$ cat src/rtl/search_nanofs_chain.sv
// NanoFS directory walker: fetches entry headers one block at a time from an
// SD/SPI block reader. It follows directory child pointers and sibling next
// pointers until it finds an exact name match, a dead end or the hop limit.
module search_nanofs_chain #(
  parameter int NAME_MAX_LEN = 16,
  parameter int ADDR_W       = 32,
  parameter int MAX_HOPS     = 255,
  localparam int NL_W        = $clog2(NAME_MAX_LEN + 1),
  localparam int HOP_W       = $clog2(MAX_HOPS + 1)
) (
  input  logic                         clk,
  input  logic                         reset,
  input  logic                         start,
  input  logic [ADDR_W-1:0]            begin_address,
  input  logic [ADDR_W-1:0]            offset,
  input  logic [NAME_MAX_LEN-1:0][7:0] filename,
  input  logic [NL_W-1:0]              name_len,
  output logic                         busy,
  output logic                         success,
  output logic                         err,
  output logic [1:0]                   err_code,
  output logic [ADDR_W-1:0]            start_reg,
  output logic [HOP_W-1:0]             hops,
  output logic                         spi_r_block,
  output logic                         spi_r_byte,
  input  logic                         spi_busy,
  input  logic                         spi_err,
  output logic [ADDR_W-1:0]            spi_block_addr,
  input  logic [7:0]                   spi_data_out
);

  localparam int IDX_W = (NAME_MAX_LEN > 1) ? $clog2(NAME_MAX_LEN) : 1;

  localparam logic [1:0] E_NOT_FOUND = 2'd0;
  localparam logic [1:0] E_BAD_ENTRY = 2'd1;
  localparam logic [1:0] E_LOOP      = 2'd2;
  localparam logic [1:0] E_SPI       = 2'd3;

  // Header byte 14 is the first name byte; reaching it ends the header phase.
  localparam logic [3:0] HDR_LEN = 4'd14;

  typedef enum logic [3:0] {
    S_IDLE,
    S_LOAD,
    S_WAIT_IDLE,
    S_OPEN,
    S_WAIT_OPEN,
    S_HDR,
    S_WAIT_BYTE,
    S_CHECK,
    S_CMP,
    S_WAIT_CMP,
    S_SKIP,
    S_FOUND,
    S_DONE,
    S_ERROR
  } state_t;

  state_t             state_reg, state_next;
  logic [ADDR_W-1:0]  cur_reg, cur_next;
  logic [ADDR_W-1:0]  addr_reg, addr_next;
  logic [ADDR_W-1:0]  found_reg, found_next;
  logic [HOP_W-1:0]   hops_reg, hops_next;
  logic [3:0]         cnt_reg, cnt_next;
  logic [IDX_W-1:0]   idx_reg, idx_next;
  logic [7:0]         flags_reg, flags_next;
  logic [31:0]        link_reg, link_next;
  logic [31:0]        child_reg, child_next;
  logic [7:0]         len_reg, len_next;
  logic [1:0]         err_code_reg, err_code_next;
  logic               r_block_reg, r_block_next;
  logic [NAME_MAX_LEN-1:0] name_hit;

  // Per-position compare of the current reader byte against every target byte;
  // CMP then just selects the position it is currently checking.
  generate
    for (genvar gi = 0; gi < NAME_MAX_LEN; gi++) begin : g_hit
      assign name_hit[gi] = (filename[gi] == spi_data_out);
    end
  endgenerate

  // State register and all datapath registers; reset aborts any block read.
  always_ff @(posedge clk) begin
    if (reset) begin
      state_reg    <= S_IDLE;
      cur_reg      <= '0;
      addr_reg     <= '0;
      found_reg    <= '0;
      hops_reg     <= '0;
      cnt_reg      <= '0;
      idx_reg      <= '0;
      flags_reg    <= '0;
      link_reg     <= '0;
      child_reg    <= '0;
      len_reg      <= '0;
      err_code_reg <= '0;
      r_block_reg  <= 1'b0;
    end else begin
      state_reg    <= state_next;
      cur_reg      <= cur_next;
      addr_reg     <= addr_next;
      found_reg    <= found_next;
      hops_reg     <= hops_next;
      cnt_reg      <= cnt_next;
      idx_reg      <= idx_next;
      flags_reg    <= flags_next;
      link_reg     <= link_next;
      child_reg    <= child_next;
      len_reg      <= len_next;
      err_code_reg <= err_code_next;
      r_block_reg  <= r_block_next;
    end
  end

  // Next-state, datapath updates and the combinational byte request.
  always_comb begin
    state_next    = state_reg;
    cur_next      = cur_reg;
    addr_next     = addr_reg;
    found_next    = found_reg;
    hops_next     = hops_reg;
    cnt_next      = cnt_reg;
    idx_next      = idx_reg;
    flags_next    = flags_reg;
    link_next     = link_reg;
    child_next    = child_reg;
    len_next      = len_reg;
    err_code_next = err_code_reg;
    r_block_next  = r_block_reg;
    spi_r_byte    = 1'b0;

    unique case (state_reg)
      S_IDLE: begin
        if (start) begin
          cur_next   = begin_address;
          state_next = S_LOAD;
        end
      end

      S_LOAD: begin
        r_block_next = 1'b0;
        cnt_next     = '0;
        idx_next     = '0;
        if (32'(hops_reg) >= MAX_HOPS) begin
          err_code_next = E_LOOP;
          state_next    = S_ERROR;
        end else begin
          addr_next  = cur_reg + offset;
          hops_next  = hops_reg + HOP_W'(1);
          state_next = S_WAIT_IDLE;
        end
      end

      S_WAIT_IDLE: begin
        if (spi_err) begin
          err_code_next = E_SPI;
          state_next    = S_ERROR;
        end else if (!spi_busy) begin
          r_block_next = 1'b1;
          state_next   = S_OPEN;
        end
      end

      S_OPEN: begin
        state_next = S_WAIT_OPEN;
      end

      S_WAIT_OPEN: begin
        if (spi_err) begin
          err_code_next = E_SPI;
          state_next    = S_ERROR;
        end else if (!spi_busy) begin
          state_next = S_HDR;
        end
      end

      S_HDR: begin
        // Multi-byte fields arrive LSB first, so shift new bytes in at the top.
        case (cnt_reg)
          4'd0:                   flags_next = spi_data_out;
          4'd1, 4'd2, 4'd3, 4'd4: link_next  = {spi_data_out, link_reg[31:8]};
          4'd5, 4'd6, 4'd7, 4'd8: child_next = {spi_data_out, child_reg[31:8]};
          4'd13:                  len_next   = spi_data_out;
          default: ;
        endcase
        if (cnt_reg == HDR_LEN) begin
          state_next = S_CHECK;
        end else begin
          spi_r_byte = 1'b1;
          cnt_next   = cnt_reg + 4'd1;
          state_next = S_WAIT_BYTE;
        end
      end

      S_WAIT_BYTE: begin
        if (spi_err) begin
          err_code_next = E_SPI;
          state_next    = S_ERROR;
        end else if (!spi_busy) begin
          state_next = S_HDR;
        end
      end

      S_CHECK: begin
        if (flags_reg == 8'h01) begin
          if (child_reg == '0) begin
            err_code_next = E_NOT_FOUND;
            state_next    = S_ERROR;
          end else begin
            cur_next   = ADDR_W'(child_reg);
            state_next = S_LOAD;
          end
        end else if (flags_reg == 8'h00) begin
          if (len_reg == 8'd0 || 32'(len_reg) > NAME_MAX_LEN) begin
            err_code_next = E_BAD_ENTRY;
            state_next    = S_ERROR;
          end else if (32'(len_reg) != 32'(name_len)) begin
            state_next = S_SKIP;
          end else begin
            idx_next   = '0;
            state_next = S_CMP;
          end
        end else begin
          err_code_next = E_BAD_ENTRY;
          state_next    = S_ERROR;
        end
      end

      S_CMP: begin
        if (!name_hit[idx_reg]) begin
          state_next = S_SKIP;
        end else if (32'(idx_reg) + 1 == 32'(name_len)) begin
          state_next = S_FOUND;
        end else begin
          spi_r_byte = 1'b1;
          idx_next   = idx_reg + IDX_W'(1);
          state_next = S_WAIT_CMP;
        end
      end

      S_WAIT_CMP: begin
        if (spi_err) begin
          err_code_next = E_SPI;
          state_next    = S_ERROR;
        end else if (!spi_busy) begin
          state_next = S_CMP;
        end
      end

      S_SKIP: begin
        if (link_reg == '0) begin
          err_code_next = E_NOT_FOUND;
          state_next    = S_ERROR;
        end else begin
          cur_next   = ADDR_W'(link_reg);
          state_next = S_LOAD;
        end
      end

      S_FOUND: begin
        found_next = ADDR_W'(child_reg);
        state_next = S_DONE;
      end

      S_DONE: begin
        if (!start) state_next = S_IDLE;
      end

      S_ERROR: begin
        if (!start) state_next = S_IDLE;
      end

      default: state_next = S_IDLE;
    endcase

    // The block is abandoned whenever the walk leaves the read phase.
    if (state_next == S_DONE || state_next == S_ERROR) begin
      r_block_next = 1'b0;
    end

    // Entering or staying in IDLE wipes every result so outputs read as zero.
    if (state_next == S_IDLE) begin
      cur_next      = '0;
      addr_next     = '0;
      found_next    = '0;
      hops_next     = '0;
      cnt_next      = '0;
      idx_next      = '0;
      flags_next    = '0;
      link_next     = '0;
      child_next    = '0;
      len_next      = '0;
      err_code_next = '0;
      r_block_next  = 1'b0;
    end
  end

  assign busy           = !(state_reg == S_IDLE || state_reg == S_DONE || state_reg == S_ERROR);
  assign success        = (state_reg == S_DONE);
  assign err            = (state_reg == S_ERROR);
  assign err_code       = err_code_reg;
  assign start_reg      = found_reg;
  assign hops           = hops_reg;
  assign spi_r_block    = r_block_reg;
  assign spi_block_addr = addr_reg;

endmodule

$ cat config.mk
export PLATFORM = sky130hd
export DESIGN_NAME = search_nanofs_chain
export DESIGN_NICKNAME = d
export VERILOG_FILES = /design/src/rtl/search_nanofs_chain.sv
export SDC_FILE = /design/constraint.sdc
export NUM_CORES = 1
export LEC_CHECK = 0
export ABC_AREA = 1
export ABC_CLOCK_PERIOD_IN_PS = 3000
export CAP_MARGIN = 20
export CORE_ASPECT_RATIO = 0.8
export CORE_MARGIN = 3
export CORE_UTILIZATION = 65
export DETAILED_ROUTE_END_ITERATION = 8
export DONT_BUFFER_PORTS = 1
export GPL_ROUTABILITY_DRIVEN = 0
export PLACE_DENSITY = 0.81
export SLEW_MARGIN = 10
export SYNTH_ARGS = -nofsm -noshare
export SYNTH_HDL_FRONTEND = slang
export SYNTH_SLANG_ARGS = --single-unit
$ cat constraint.sdc
create_clock -name clk -period 3 [get_ports clk]
set_clock_uncertainty 0.15 [all_clocks]
set_input_delay 0.45 -clock clk [delete_from_list [all_inputs] [get_ports clk]]
set_output_delay 0.45 -clock clk [all_outputs]
set_load 0.01 [all_outputs]
==> tab_implementation.tex <==
\begin{tabular}{lr}
\hline
Metric & Value \\
\hline
\multicolumn{2}{l}{\textbf{Status}} \\
\quad Result of the run & complete, no violations \\
\multicolumn{2}{l}{\textbf{Timing}} \\
\quad Unrepaired setup endpoints after global routing & yes \\
\quad Final Critical Period & 2950 ps \\
\quad Post-route fraction of the period consumed by the critical path & 0.983 \\
\quad Pins over their slew limit & 0 \\
\quad Maximum clock frequency & $\sim$0.34 GHz \\
\quad Pin slew with the least headroom to its limit & between 600 and 700 ps \\
\quad Final hold violation count & 0 \\
\quad Final setup fails & 0 \\
\quad Worst slew margin & 0.574 \\
\multicolumn{2}{l}{\textbf{Setup path}} \\
\quad Startpoint kind of the worst setup timing path & register \\
\quad Data required time of the worst path & about 2400 ps \\
\quad Register-to-Register Path Depth & 12 \\
\quad Peak fanout along the critical path & 7 \\
\quad WP data arrival & 2350 ps \\
\quad Critical Path Sink Type & primary output \\
\quad Class of the most critical setup path & register to primary output \\
\multicolumn{2}{l}{\textbf{Yosys}} \\
\quad Average footprint of a synthesized cell & 6.29 µm² \\
\quad Post-synthesis instance area & $\sim$0.013 mm² \\
\quad Post-synth EDFFs & 0 \\
\quad Synth warn & 0 \\
\quad Synthesized Nets & around 2.3k \\
\quad Most used DFF post-synth & sky130\_fd\_sc\_hd\_\_dfxtp\_1 \\
\quad Synth Register Bits & approximately 200 \\
\quad Number of distinct library cells after synthesis & between 40 and 50 \\
\quad Sequential area share after synthesis & 0.308 \\
\quad Number of instances in the synthesized netlist & slightly above 2k \\
\quad Fraction of registers with async set or reset after synthesis & 0 \\
\multicolumn{2}{l}{\textbf{Routing}} \\
\quad Drt wl/cell & 17.5 µm \\
\quad Antenna-violating nets left & 0 \\
\quad DRC violations left & 0 \\
\quad Vias per inst & just under 6 \\
\quad 1st-pass router iterations & 7 \\
\quad Via count & between 10k and 15k \\
\quad Final Routed Wirelength & about 40000 µm \\
\quad Initial detailed-routing violation count & $\sim$1.8k \\
\multicolumn{2}{l}{\textbf{Final layout}} \\
\quad Net total in the final layout & around 2.3k \\
\quad Fraction of final layout cells with drive strength greater than 1 & 0.0581 \\
\quad Fillcell total & $\sim$1.6k \\
\quad Sequential cell area in the final layout & 0.00399 mm² \\
\quad Multi-input logic area & 0.00739 mm² \\
\quad Final cell area excluding filler cells & 0.0138 mm² \\
\quad Commonest non-fill, non-tap cells in the layout & 429 x sky130\_fd\_sc\_hd\_\_nand2\_1, 377 x sky130\_fd\_sc\_hd\_\_nor2\_1, 284 x sky130\_fd\_sc\_hd\_\_inv\_1, 198 x sky130\_fd\_sc\_hd\_\_dfxtp\_1, 160 x sky130\_fd\_sc\_hd\_\_o21ai\_0 \\
\quad Leading cell type in the layout, fill and taps excluded & sky130\_fd\_sc\_hd\_\_nand2\_1 \\
\quad Area added between synthesis and finish & 6.93\% \\
\multicolumn{2}{l}{\textbf{Pwr}} \\
\quad Worst IR drop on VDD & 0.000583 V \\
\quad Combinational share of power & 0.454 \\
\quad Flop pwr share & 0.315 \\
\quad Internal cell power & slightly below 6 mW \\
\quad Switching power share of the total & 0.438 \\
\quad Areal power density over the cells & $\sim$770 mW/mm² \\
\quad Share of power burned in the clock network & 0.231 \\
\quad Final Power & around 11 mW \\
\quad Leakage Power & between 6 and 7 nW \\
\quad Net switching power figure & 4.65 mW \\
\multicolumn{2}{l}{\textbf{Floorplanning}} \\
\quad Core area & between 0.015 and 0.02 mm² \\
\quad Row cnt & between 40 and 50 \\
\quad Die width & $\sim$160 µm \\
\quad Initial cell density of the core & 0.672 \\
\quad Full die area & $\sim$0.022 mm² \\
\quad I/O Pins & approximately 290 \\
\quad Floorplan die height & around 130 µm \\
\multicolumn{2}{l}{\textbf{Clocking}} \\
\quad CTS tree & yes \\
\quad Clock root buffer & sky130\_fd\_sc\_hd\_\_clkbuf\_16 \\
\quad Clk sinks & roughly 200 \\
\quad Insertion delay of the later-clocked pin in the worst-skew pair & between 400 and 500 ps \\
\quad Htree depth & 4 \\
\quad Clk pin slew, worst setup/hold paths & 80 ps \\
\quad Number of CTS-inserted buffers & 17 \\
\quad Maximum count of clock buffers along a single path & 2 \\
\multicolumn{2}{l}{\textbf{Min path}} \\
\quad Worst hold stages & 2 \\
\quad Tightest Hold Check Type & input pin to register \\
\multicolumn{2}{l}{\textbf{Global route}} \\
\quad Total GRT Usage & 0.358 \\
\quad Global-route congestion overflow total & 0 \\
\quad Vias in the first global route & $\sim$12k \\
\quad Global-route wire length before repair & between 60000 and 70000 µm \\
\quad Initial antenna violation count & 0 \\
\quad Largest net degree at the start of global routing & 65 \\
\multicolumn{2}{l}{\textbf{Placed design}} \\
\quad Post-DP HPWL & slightly above 30000 µm \\
\quad Port bufs & 0 \\
\quad Post-Place Cell Area & $\sim$0.013 mm² \\
\multicolumn{2}{l}{\textbf{Flow run}} \\
\quad Max-cap violations & 0 \\
\hline
\end{tabular}
[final timing paths]
path	from	endpoint	slack [ps]
max reg2reg	state_reg[1]	link_reg[0]	220
min reg2reg	flags_reg[5]	flags_reg[5]	360
min	spi_data_out[3]	len_reg[3]	30
max	idx_reg[0]	spi_r_byte	50
[through the flow]
step / hold WS [ps] / std cells / utilization / TNS (ps) / worst slack [ps]
after floorplan: 320 / 2055 / - / 0 / 504
after global placement: 332 / 2251 / 0.680 / 0 / 218
after detailed placement: 345 / 2251 / 0.680 / 0 / 157
after CTS: 30.5 / 2284 / 0.714 / 0 / 4.57
after global routing: 40.2 / 2289 / 0.718 / -37.2 / -37.2
final: 33.3 / 2290 / 0.718 / 0 / 52.3
[cells in the mapped netlist, types with 2 or more instances]
master                     number  share of area
sky130_fd_sc_hd__o31ai_1        2         0.0012
sky130_fd_sc_hd__nor4_1         6         0.0029
sky130_fd_sc_hd__buf_2         21         0.0081
sky130_fd_sc_hd__a31oi_1        8         0.0039
sky130_fd_sc_hd__xor2_1        49          0.033
sky130_fd_sc_hd__mux2_2        19          0.017
sky130_fd_sc_hd__ha_1          37          0.036
sky130_fd_sc_hd__and3_1         2        0.00097
sky130_fd_sc_hd__o22ai_1       16         0.0077
sky130_fd_sc_hd__nand2_2        3         0.0015
sky130_fd_sc_hd__a21o_1         5         0.0029
sky130_fd_sc_hd__mux2i_1        4         0.0031
sky130_fd_sc_hd__o21ai_0      161          0.062
sky130_fd_sc_hd__xnor2_1       23          0.016
sky130_fd_sc_hd__o221ai_1      17          0.012
sky130_fd_sc_hd__dfxtp_1      199           0.31
sky130_fd_sc_hd__o21a_1         4         0.0023
sky130_fd_sc_hd__or2_2         11         0.0053
sky130_fd_sc_hd__nand2_1      430           0.12
sky130_fd_sc_hd__nand3_1      112          0.043
sky130_fd_sc_hd__nand3b_1       6         0.0035
sky130_fd_sc_hd__buf_6         18          0.016
sky130_fd_sc_hd__clkbuf_1      47          0.014
sky130_fd_sc_hd__o211ai_1       8         0.0046
sky130_fd_sc_hd__o21ai_1        3         0.0012
sky130_fd_sc_hd__inv_2          9         0.0026
sky130_fd_sc_hd__a21oi_1       98          0.038
sky130_fd_sc_hd__buf_4          2         0.0012
sky130_fd_sc_hd__nor3_1        23         0.0089
sky130_fd_sc_hd__a21boi_0       2         0.0012
sky130_fd_sc_hd__inv_1        285          0.083
sky130_fd_sc_hd__nand4_1       33          0.016
sky130_fd_sc_hd__nor2_1       378           0.11
[routing by layer]
metal,GRT usage,vias to the layer above,routed length (µm)
li1,-,6460,-
met1,0.497,5963,16200
met2,0.530,809,16900
met3,0.109,107,5500
met4,0.120,0,1340
met5,0,-,0
[worst max-delay path: stages, from the launching register on]
cell and delay (ps):
sky130_fd_sc_hd__dfxtp_4 400, sky130_fd_sc_hd__clkinvlp_4 190, sky130_fd_sc_hd__buf_6 180, sky130_fd_sc_hd__nor2_1 120, sky130_fd_sc_hd__nand3_1 90, sky130_fd_sc_hd__nor2_1 100, sky130_fd_sc_hd__nand2_1 110, sky130_fd_sc_hd__nand3_1 100
sky130_fd_sc_hd__nand3_1 90, sky130_fd_sc_hd__nand3_2 90, sky130_fd_sc_hd__nand4_1 240, sky130_fd_sc_hd__nand2_2 200
[area by class of cell]
| cell class | instances | area share |
|---|---|---|
| sequential | 199 | 0.288 |
| clock buffer | 17 | 0.0308 |
| multi-input combinational | 1473 | 0.534 |
| tap | 258 | 0.0233 |
| timing repair buffer | 33 | 0.0274 |
| clock inverter | 15 | 0.0154 |
| inverter | 294 | 0.0801 |
| antenna | 1 | 0.000181 |
[cell families (layout without fill, tap and decap cells)]
| logic type | count (synthesis) | in the layout | synth area share |
|---|---|---|---|
| AOI/OAI and AO/OA | 332 | 332 | 0.143 |
| xor gates and xnor gates | 72 | 72 | 0.0488 |
| adders and majority gates | 38 | 38 | 0.0373 |
| buffers and inverters | 383 | 359 | 0.124 |
| DFF | 199 | 199 | 0.308 |
| muxes | 23 | 23 | 0.0196 |
| other | 0 | 1 | 0 |
| and+or+nand+nor | 1008 | 1008 | 0.319 |
[power by group through the flow]
stage	logic [mW]	registers (mW)	clock network [mW]
final	4.82	3.34	2.46
after global routing	5.36	3.38	2.59
after CTS	4.69	3.33	2.47
after detailed placement	4.62	3.39	0
after global placement	4.51	3.37	0
after floorplan	3.80	3.28	0
[what timing repair did]
action	CTS	global route
cloned	0	0
hold endpoints to repair	3	0
buffers inserted	0	4
endpoints found under the setup margin	1	40
gates resized for setup	1	10
hold buffers	1	0
pin swaps	1	4
Note: power is estimated with default switching activity, not from simulation.
